--- src/rtl/register_file_pkg.sv ---
// Shared definitions for the architectural register file: immediate merge modes,
// status flag bit positions, and the immediate merge helper used by write and bypass paths.
package register_file_pkg;

  typedef enum logic [1:0] {
    IT_UNSIGNED = 2'd0,
    IT_SIGNED   = 2'd1,
    IT_TOP      = 2'd2,
    IT_BOTTOM   = 2'd3
  } imm_type_e;

  localparam int unsigned FLAG_CARRY = 0;
  localparam int unsigned FLAG_ZERO  = 1;
  localparam int unsigned FLAG_NEG   = 2;
  localparam int unsigned FLAG_OVER  = 3;
  localparam int unsigned FLAG_COUNT = 4;

  function automatic logic [31:0] merge_immediate(input imm_type_e  kind,
                                                  input logic [15:0] imm,
                                                  input logic [31:0] old);
    logic [31:0] result;
    result = '0;
    case (kind)
      IT_UNSIGNED: result = {16'h0000, imm};
      IT_SIGNED:   result = {{16{imm[15]}}, imm};
      IT_TOP:      result = {imm, old[15:0]};
      IT_BOTTOM:   result = {old[31:16], imm};
      default:     result = old;
    endcase
    return result;
  endfunction

endpackage

--- src/rtl/register_file_scoreboard.sv ---
// Per-register pending-write counters: claims increment, writebacks retire,
// with saturation/underflow and double-strobe detection feeding a sticky error.
module register_scoreboard
  import register_file_pkg::*;
#(
  parameter int unsigned REG_COUNT  = 16,
  parameter int unsigned PEND_WIDTH = 2,
  localparam int unsigned INDEX_WIDTH = $clog2(REG_COUNT)
) (
  input  logic                   clock,
  input  logic                   reset,
  input  logic                   claim,
  input  logic [INDEX_WIDTH-1:0] claim_index,
  input  logic                   retire,
  input  logic [INDEX_WIDTH-1:0] retire_index,
  input  logic                   write_conflict,
  output logic [REG_COUNT-1:0]   pending,
  output logic                   protocol_error
);

  logic [REG_COUNT-1:0] claim_hit;
  logic [REG_COUNT-1:0] retire_hit;
  logic [REG_COUNT-1:0] overflow;
  logic [REG_COUNT-1:0] underflow;

  for (genvar i = 0; i < REG_COUNT; i++) begin : g_count
    logic [PEND_WIDTH-1:0] count;

    assign claim_hit[i]  = claim  && (claim_index  == INDEX_WIDTH'(i));
    assign retire_hit[i] = retire && (retire_index == INDEX_WIDTH'(i));
    // A claim and retire of the same register in one cycle cancel, so neither can fault.
    assign overflow[i]   = claim_hit[i] && !retire_hit[i] && (count == '1);
    assign underflow[i]  = retire_hit[i] && !claim_hit[i] && (count == '0);
    assign pending[i]    = (count != '0);

    always_ff @(posedge clock) begin
      if (reset) begin
        count <= '0;
      end else if (claim_hit[i] && !retire_hit[i]) begin
        if (count != '1) count <= count + 1'b1;
      end else if (retire_hit[i] && !claim_hit[i]) begin
        if (count != '0) count <= count - 1'b1;
      end
    end
  end

  always_ff @(posedge clock) begin
    if (reset) begin
      protocol_error <= 1'b0;
    end else if ((|overflow) || (|underflow) || write_conflict) begin
      protocol_error <= 1'b1;
    end
  end

endmodule

--- src/rtl/register_file.sv ---
// Architectural register file with status flags, three bypassed read ports,
// and a pending-write scoreboard for read-after-write stall decisions.
module register_file
  import register_file_pkg::*;
#(
  parameter int unsigned REG_COUNT  = 16,
  parameter int unsigned PEND_WIDTH = 2,
  localparam int unsigned INDEX_WIDTH = $clog2(REG_COUNT)
) (
  input  logic                   clock,
  input  logic                   reset,
  input  logic [INDEX_WIDTH-1:0] read_index_a,
  input  logic [INDEX_WIDTH-1:0] read_index_b,
  input  logic [INDEX_WIDTH-1:0] read_index_c,
  output logic [31:0]            read_data_a,
  output logic [31:0]            read_data_b,
  output logic [31:0]            read_data_c,
  output logic                   pending_a,
  output logic                   pending_b,
  output logic                   pending_c,
  input  logic                   claim,
  input  logic [INDEX_WIDTH-1:0] claim_index,
  input  logic                   write,
  input  logic [INDEX_WIDTH-1:0] write_index,
  input  logic [31:0]            write_data,
  input  logic                   write_immediate,
  input  logic [15:0]            write_immediate_data,
  input  logic [1:0]             write_immediate_type,
  input  logic                   status_register_write,
  input  logic                   alu_carry_in,
  input  logic                   alu_zero_in,
  input  logic                   alu_neg_in,
  input  logic                   alu_over_in,
  output logic                   alu_carry,
  output logic                   alu_zero,
  output logic                   alu_neg,
  output logic                   alu_over,
  output logic                   protocol_error
);

  logic [31:0]           regs [REG_COUNT];
  logic [FLAG_COUNT-1:0] flags;
  logic [REG_COUNT-1:0]  pending;
  logic                  write_active;
  logic [31:0]           write_value;

  assign write_active = write || write_immediate;

  // Full-word write takes priority when both strobes collide.
  always_comb begin
    write_value = write_data;
    if (!write) begin
      write_value = merge_immediate(imm_type_e'(write_immediate_type),
                                    write_immediate_data, regs[write_index]);
    end
  end

  always_ff @(posedge clock) begin
    if (reset) begin
      regs <= '{default: '0};
    end else if (write_active) begin
      regs[write_index] <= write_value;
    end
  end

  always_comb begin
    read_data_a = regs[read_index_a];
    read_data_b = regs[read_index_b];
    read_data_c = regs[read_index_c];
    if (write_active && (read_index_a == write_index)) read_data_a = write_value;
    if (write_active && (read_index_b == write_index)) read_data_b = write_value;
    if (write_active && (read_index_c == write_index)) read_data_c = write_value;
  end

  always_ff @(posedge clock) begin
    if (reset) begin
      flags <= '0;
    end else if (status_register_write) begin
      flags[FLAG_CARRY] <= alu_carry_in;
      flags[FLAG_ZERO]  <= alu_zero_in;
      flags[FLAG_NEG]   <= alu_neg_in;
      flags[FLAG_OVER]  <= alu_over_in;
    end
  end

  assign alu_carry = flags[FLAG_CARRY];
  assign alu_zero  = flags[FLAG_ZERO];
  assign alu_neg   = flags[FLAG_NEG];
  assign alu_over  = flags[FLAG_OVER];

  register_scoreboard #(
    .REG_COUNT (REG_COUNT),
    .PEND_WIDTH(PEND_WIDTH)
  ) u_scoreboard (
    .clock         (clock),
    .reset         (reset),
    .claim         (claim),
    .claim_index   (claim_index),
    .retire        (write_active),
    .retire_index  (write_index),
    .write_conflict(write && write_immediate),
    .pending       (pending),
    .protocol_error(protocol_error)
  );

  // Pending uses the pre-edge count; a same-cycle retire still reports a stall.
  assign pending_a = pending[read_index_a];
  assign pending_b = pending[read_index_b];
  assign pending_c = pending[read_index_c];

endmodule

--- config.mk ---
export PLATFORM = sky130hd
export DESIGN_NAME = register_file
export DESIGN_NICKNAME = d
export VERILOG_FILES = /design/src/rtl/register_file_pkg.sv /design/src/rtl/register_file_scoreboard.sv /design/src/rtl/register_file.sv
export SDC_FILE = /design/constraint.sdc
export NUM_CORES = 2
export LEC_CHECK = 0
export ABC_AREA = 0
export CAP_MARGIN = 20
export CORE_ASPECT_RATIO = 1.4
export CORE_MARGIN = 4
export CORE_UTILIZATION = 50
export DETAILED_ROUTE_END_ITERATION = 7
export PLACE_DENSITY = 0.68
export SETUP_SLACK_MARGIN = 0.3
export SLEW_MARGIN = 20
export SYNTH_ARGS = -nofsm -noshare
export SYNTH_HDL_FRONTEND = slang
export SYNTH_SLANG_ARGS = --single-unit
--- constraint.sdc ---
create_clock -name clock -period 8.3 [get_ports clock]
set_input_delay 0.83 -clock clock [delete_from_list [all_inputs] [get_ports clock]]
set_output_delay 0.83 -clock clock [all_outputs]
set_load 0.02 [all_outputs]
Yosys cells after proc, flatten, opt, wreduce, memory -nomap -nowiden

Cells that the tools add are included.
W data, S select, Z words.

RAM bits: 0
Memories kept: 0
Output and inout port bits: 104
Bits in read-only memories: 0
Bits in latches: 0
Bits of input ports: 80
Flip-flop bits (word level): 549

Shift-type cells: 0
Bitwise gates (word level): 4
Multiplexer cells: 90
Add/subtract/negate cells: 32
Order comparisons: 8
Divide/modulo/power cells: 0
Equality and inequality tests: 84
Multipliers: 0
Reductions and logical operators: 221

Operators with widths:

| operator              | number |
|---|---|
| $bmux W32 S4          | 4 |
| $bwmux W512           | 1 |
| $mux W32              | 13 |
| $demux W32 S4         | 1 |
| $mux W2               | 64 |
| $pmux W32 S4          | 1 |
| $logic_and A1 B1 Y1   | 101 |
| $reduce_bool A2 Y1    | 48 |
| $eq A4 B4 Y1 const B  | 16 |
| $ne A2 B2 Y1 const B  | 32 |
| $reduce_and A3 Y1     | 16 |
| $eq A2 B2 Y1 const B  | 18 |
| $logic_not A2 Y1      | 17 |
| $add A2 B1 Y2 const B | 16 |
| $eq A4 B3 Y1 const B  | 8 |
| $logic_not A1 Y1      | 32 |
| $reduce_or A16 Y1     | 2 |
| $sub A2 B1 Y2 const B | 16 |
| $ge A5 B5 Y1 const B  | 4 |
| $not A4 Y5            | 4 |
| $eq A4 B2 Y1 const B  | 4 |
| $lt A4 B5 Y1 const B  | 3 |
| $bmux W1 S4           | 3 |
| $eq A4 B4 Y1          | 3 |
| 6 further kinds       | 12 |

Logic depth before layout (Yosys ltp)

Depth in word-level cells: 8
Mapped depth: 13
Gate-level depth less buffers: 6

By module

From an unflattened synthesis, not the netlist that was laid out.

Cells, all modules: 3855
Area total of the unflattened synthesis: 41064.4 sq um

Modules (own cells, without submodules):

| module              | area an instance (sq um) | cells each | instances |
|---|---|---|---|
| register_file       | 38622.0                  | 3529       | 1 |
| register_scoreboard | 2442.3                   | 326        | 1 |

Worst setup path before layout

OpenSTA, ideal clock, no wires.

Kind: input -> output
Start point: input read_index_b[0]
End point: output read_data_b[13]
Path slack: 4.366 ns
Arrival: 3.104 ns
Stages: 6
Buffers on the path: 3
Path through: clkbuf_1 buf_2 buf_1 mux4_2 mux4_2 mux2_2

Cells in the longest elaborated chain, start to end: 5
Elaborated cells between the ends (all ways): 7

RTL lines:

| element                                     | line                | source |
|---|---|---|
| from (decl)                                 | register_file.sv:13 | `input logic [INDEX_WIDTH-1:0] read_index_b,` |
| $not A4 Y5 (not written as such)            | register_file.sv:68 | `read_data_b = regs[read_index_b];` |
| $bmux W32 S4                                | register_file.sv:68 |  |
| $mux W32 (not written as such) (2 in a row) | register_file.sv:68 |  |
| $mux W32 *                                  | register_file.sv:71 | `if (write_active && (read_index_b == write_index)) read_data_b = write_value;` |
| to (decl)                                   | register_file.sv:16 | `output logic [31:0] read_data_b,` |

Mark *: on every way between the ends. The rest lies on a longest branch, timed or not. The select of a mux whose other input is x is not followed.

Worst setup path in the final report

Start point: input write
End point: output read_data_b[6]

Cells in the longest elaborated chain, start to end: 3
Elaborated cells between the ends (all ways): 4

RTL lines:

| element             | line                | source |
|---|---|---|
| from (decl)         | register_file.sv:23 | `input logic write,` |
| $logic_or A1 B1 Y1  | register_file.sv:47 | `assign write_active = write \|\| write_immediate;` |
| $logic_and A1 B1 Y1 | register_file.sv:71 |  |
| $mux W32 *          | register_file.sv:71 |  |

Mark *: on every way between the ends. The rest lies on a longest branch, timed or not.

==> metrics.csv <==
stage;metric;value;unit
clocking;cts_tree;yes;
place;place_hpwl;87.0;mm
sta;timing.slew.headroom;0.143;
global_routing;grt_pass1_vias;32700;
yosys;ys_seq_area_frac;0.290;
drt;routedWlPerCell;32.4;um
power;combPwrFrac;0.163;
floorplanning;io_pins;184;
final_layout;area_growth;11.4;%
final_layout;utilization;0.562;
power;p_switching;1.96;mW
final_layout;finalNonFillerCells;4611;
yosys;synth_cells;3655;
yosys;synth_cell_types;62;
yosys;async_reset_ff_frac;0;
global_routing;grt.busiest_layer;met2;
yosys;synth_seq_cells;549;
power;sequentialPowerShare;0.398;
sta;fmax;0.177;GHz
outcome;status;complete, no violations;
sta;rsz0062_at_grt;false;
floorplanning;core;75200;sq um
final_layout;fin_nets;3668;
yosys;avgSynthCellArea;10.4;sq um
power;p_sw_frac;0.282;
floorplanning;start_util;0.504;
sta;finalHoldViolations;0;
drt;vias;33700;
place;dp_cells;4493;
setup_path;cp-end-kind;primary output;
job;cap_violations;0;
setup_path;path_class;in -> out;
drt;dr.pass1.iters;6;
sta;worst_pin_slew;1.28;ns
yosys;yosys_most_used_dff;dfxtp_1;
clocking;cts.repair.resized;0;
global_routing;met2_usage;0.550;
global_routing;grt_use_total;0.365;
global_routing;antenna_found_initial;4;
floorplanning;fp.dieH;334;um
yosys;yosys_warnings;0;
sta;tns;0;ns
floorplanning;die_w;241;um
final_layout;mostFrequentLayoutCells;mux4_2 (589), dfxtp_1 (549), nor2_1 (495);
power;irDropWorstVdd;0.157;mV
final_layout;drive_above_1_share;0.255;
power;p_clk_frac;0.439;
sta;skew;0.0110;ns
clocking;post_cts_buffers;0;
clocking;cts_sinks;549;
floorplanning;rows;119;
power;p_per_area;165;nW/um^2
min_path;worstHoldPathCells;2;
clocking;root_buffer;clkbuf_16;
final_layout;final_common_cell;mux4_2;
place;port-buffer-count;183;
yosys;synthesis.nets;3735;
setup_path;worst_r2r_path_depth;6;
yosys;syn_area;37900;sq um
clocking;holdBufCountCts;0;
clocking;clk_pin_slew_worst_paths;0.06;ns
clocking;htree_levels;2;
global_routing;globalRouteMet1Util;0.456;
floorplanning;dieArea;80300;sq um
min_path;hp-class;reg -> reg;
setup_path;crit_path_start_kind;input port;
drt;wl;150;mm
drt;drc;0;
sta;fin_crit_sh;0.680;
drt;viasPerCell;7.32;
clocking;insertion_delay;0.65;ns
sta;fin_crit;5.64;ns
sta;final-setup-viol-count;0;
yosys;synth_edf_count;0;
drt;antenna_left;0;
drt;drt_iter0_drc;4983;
global_routing;grt_remaining_overflow;0;
place;place.gp.congestion;0.933;
clocking;cts_buffers;59;
setup_path;critPathMaxFanout;37;
global_routing;grt_max_degree;248;
setup_path;crit_required;7.47;ns
power;internal_power;4.99;mW
global_routing;grtUsageMet3;0.0954;
global_routing;grt_pass1_wl;218;mm
setup_path;worst-endpoint-arrival;4.81;ns
sta;holdWs;0.490;ns
power;p_leak;14.3;nW
clocking;clockBufferDepth;3;
sta;slew_viol_final;0;
[power by group through the flow]
stage | Clock (mW) | Sequential, mW | Combinational, mW
finish | 3.05 | 2.77 | 1.13
global route | 3.15 | 2.77 | 1.17
detailed placement | 0 | 2.82 | 1.10
global placement | 0 | 2.82 | 1.10
CTS | 3.05 | 2.76 | 1.11
floorplan | 0 | 2.80 | 0.745
[state kept, by name, summed over array words and instances (netlist names)]
| register | cells |
|---|---|
| u_scoreboard.g_count.count | 32 |
| u_scoreboard.protocol_error | 1 |
| flags | 4 |
| regs | 512 |
[area by class of cell]
| cell class | count | area, sq um |
|---|---|---|
| timing repair buffer | 275 | 2590 |
| fill | 6329 | 33000 |
| clock inverter | 23 | 408 |
| inverter | 3 | 11.3 |
| tap | 968 | 1210 |
| multi-input combinational | 2700 | 25200 |
| clock buffer | 87 | 1810 |
| antenna | 6 | 15.0 |
| sequential | 549 | 11000 |
[logic make-up (layout without fill, tap and decap cells)]
kind of cell           count (synthesis)  in the layout  share of synthesized area
AO/OA/AOI/OAI                        545            545                     0.0799
AND/OR/NAND/NOR                     1416           1416                      0.190
multiplexers                         727            727                      0.388
buffers and inverters                406            388                     0.0490
XOR/XNOR                              12             12                    0.00277
other                                  0              6                          0
flip-flops                           549            549                      0.290
[synth_stat cells (all sizes together), types with 9 or more instances]
cell type,number,share of area
a22oi,19,0.0038
a31oi,10,0.0017
or3,24,0.0040
o211ai,19,0.0044
mux4,590,0.35
dfxtp,549,0.29
buf,125,0.021
mux2,42,0.012
nor3,240,0.034
a21oi,62,0.0082
nand2,196,0.019
o21ai,391,0.052
clkbuf,278,0.028
xor2,9,0.0021
nor2,521,0.053
nand3,81,0.011
a221oi,16,0.0037
mux2i,95,0.025
nand3b,295,0.058
nand2b,19,0.0035
and3,11,0.0018
[metrics by stage]
step                      area [sq um]  power, mW  setup WS (ns)
after floorplan                  37900       3.55           4.37
after global placement           40000       3.91           2.78
after detailed placement         40000       3.93           2.73
after CTS                        42200       6.92           2.71
after global routing             42200       7.10           2.59
final                            42200       6.95           2.66
[layer usage]
layer  routed length [um]  vias up
met2                66900     2684
met3                18900      713
li1                     -    13800
met4                13300        4
met5                   35        -
met1                50400    16500
[worst max-delay path, cell delays in order]
cell and delay (ns):
buf_2 0.10, buf_4 0.25, inv_2 0.70, nand3_1 1.03
nor2_1 0.30, or3_1 0.67, mux2_2 0.30, clkdlybuf4s50_1 0.60
[worst paths after layout]
path / slack [ns] / from / endpoint
max: 2.66 / write / read_data_b[6]
min: 0.49 / flags[3] / flags[3]
max reg2reg: 5.97 / regs[6] / regs[70]
min reg2reg: 0.49 / flags[3] / flags[3]
No activity file was read; power rests on OpenSTA's default activity.
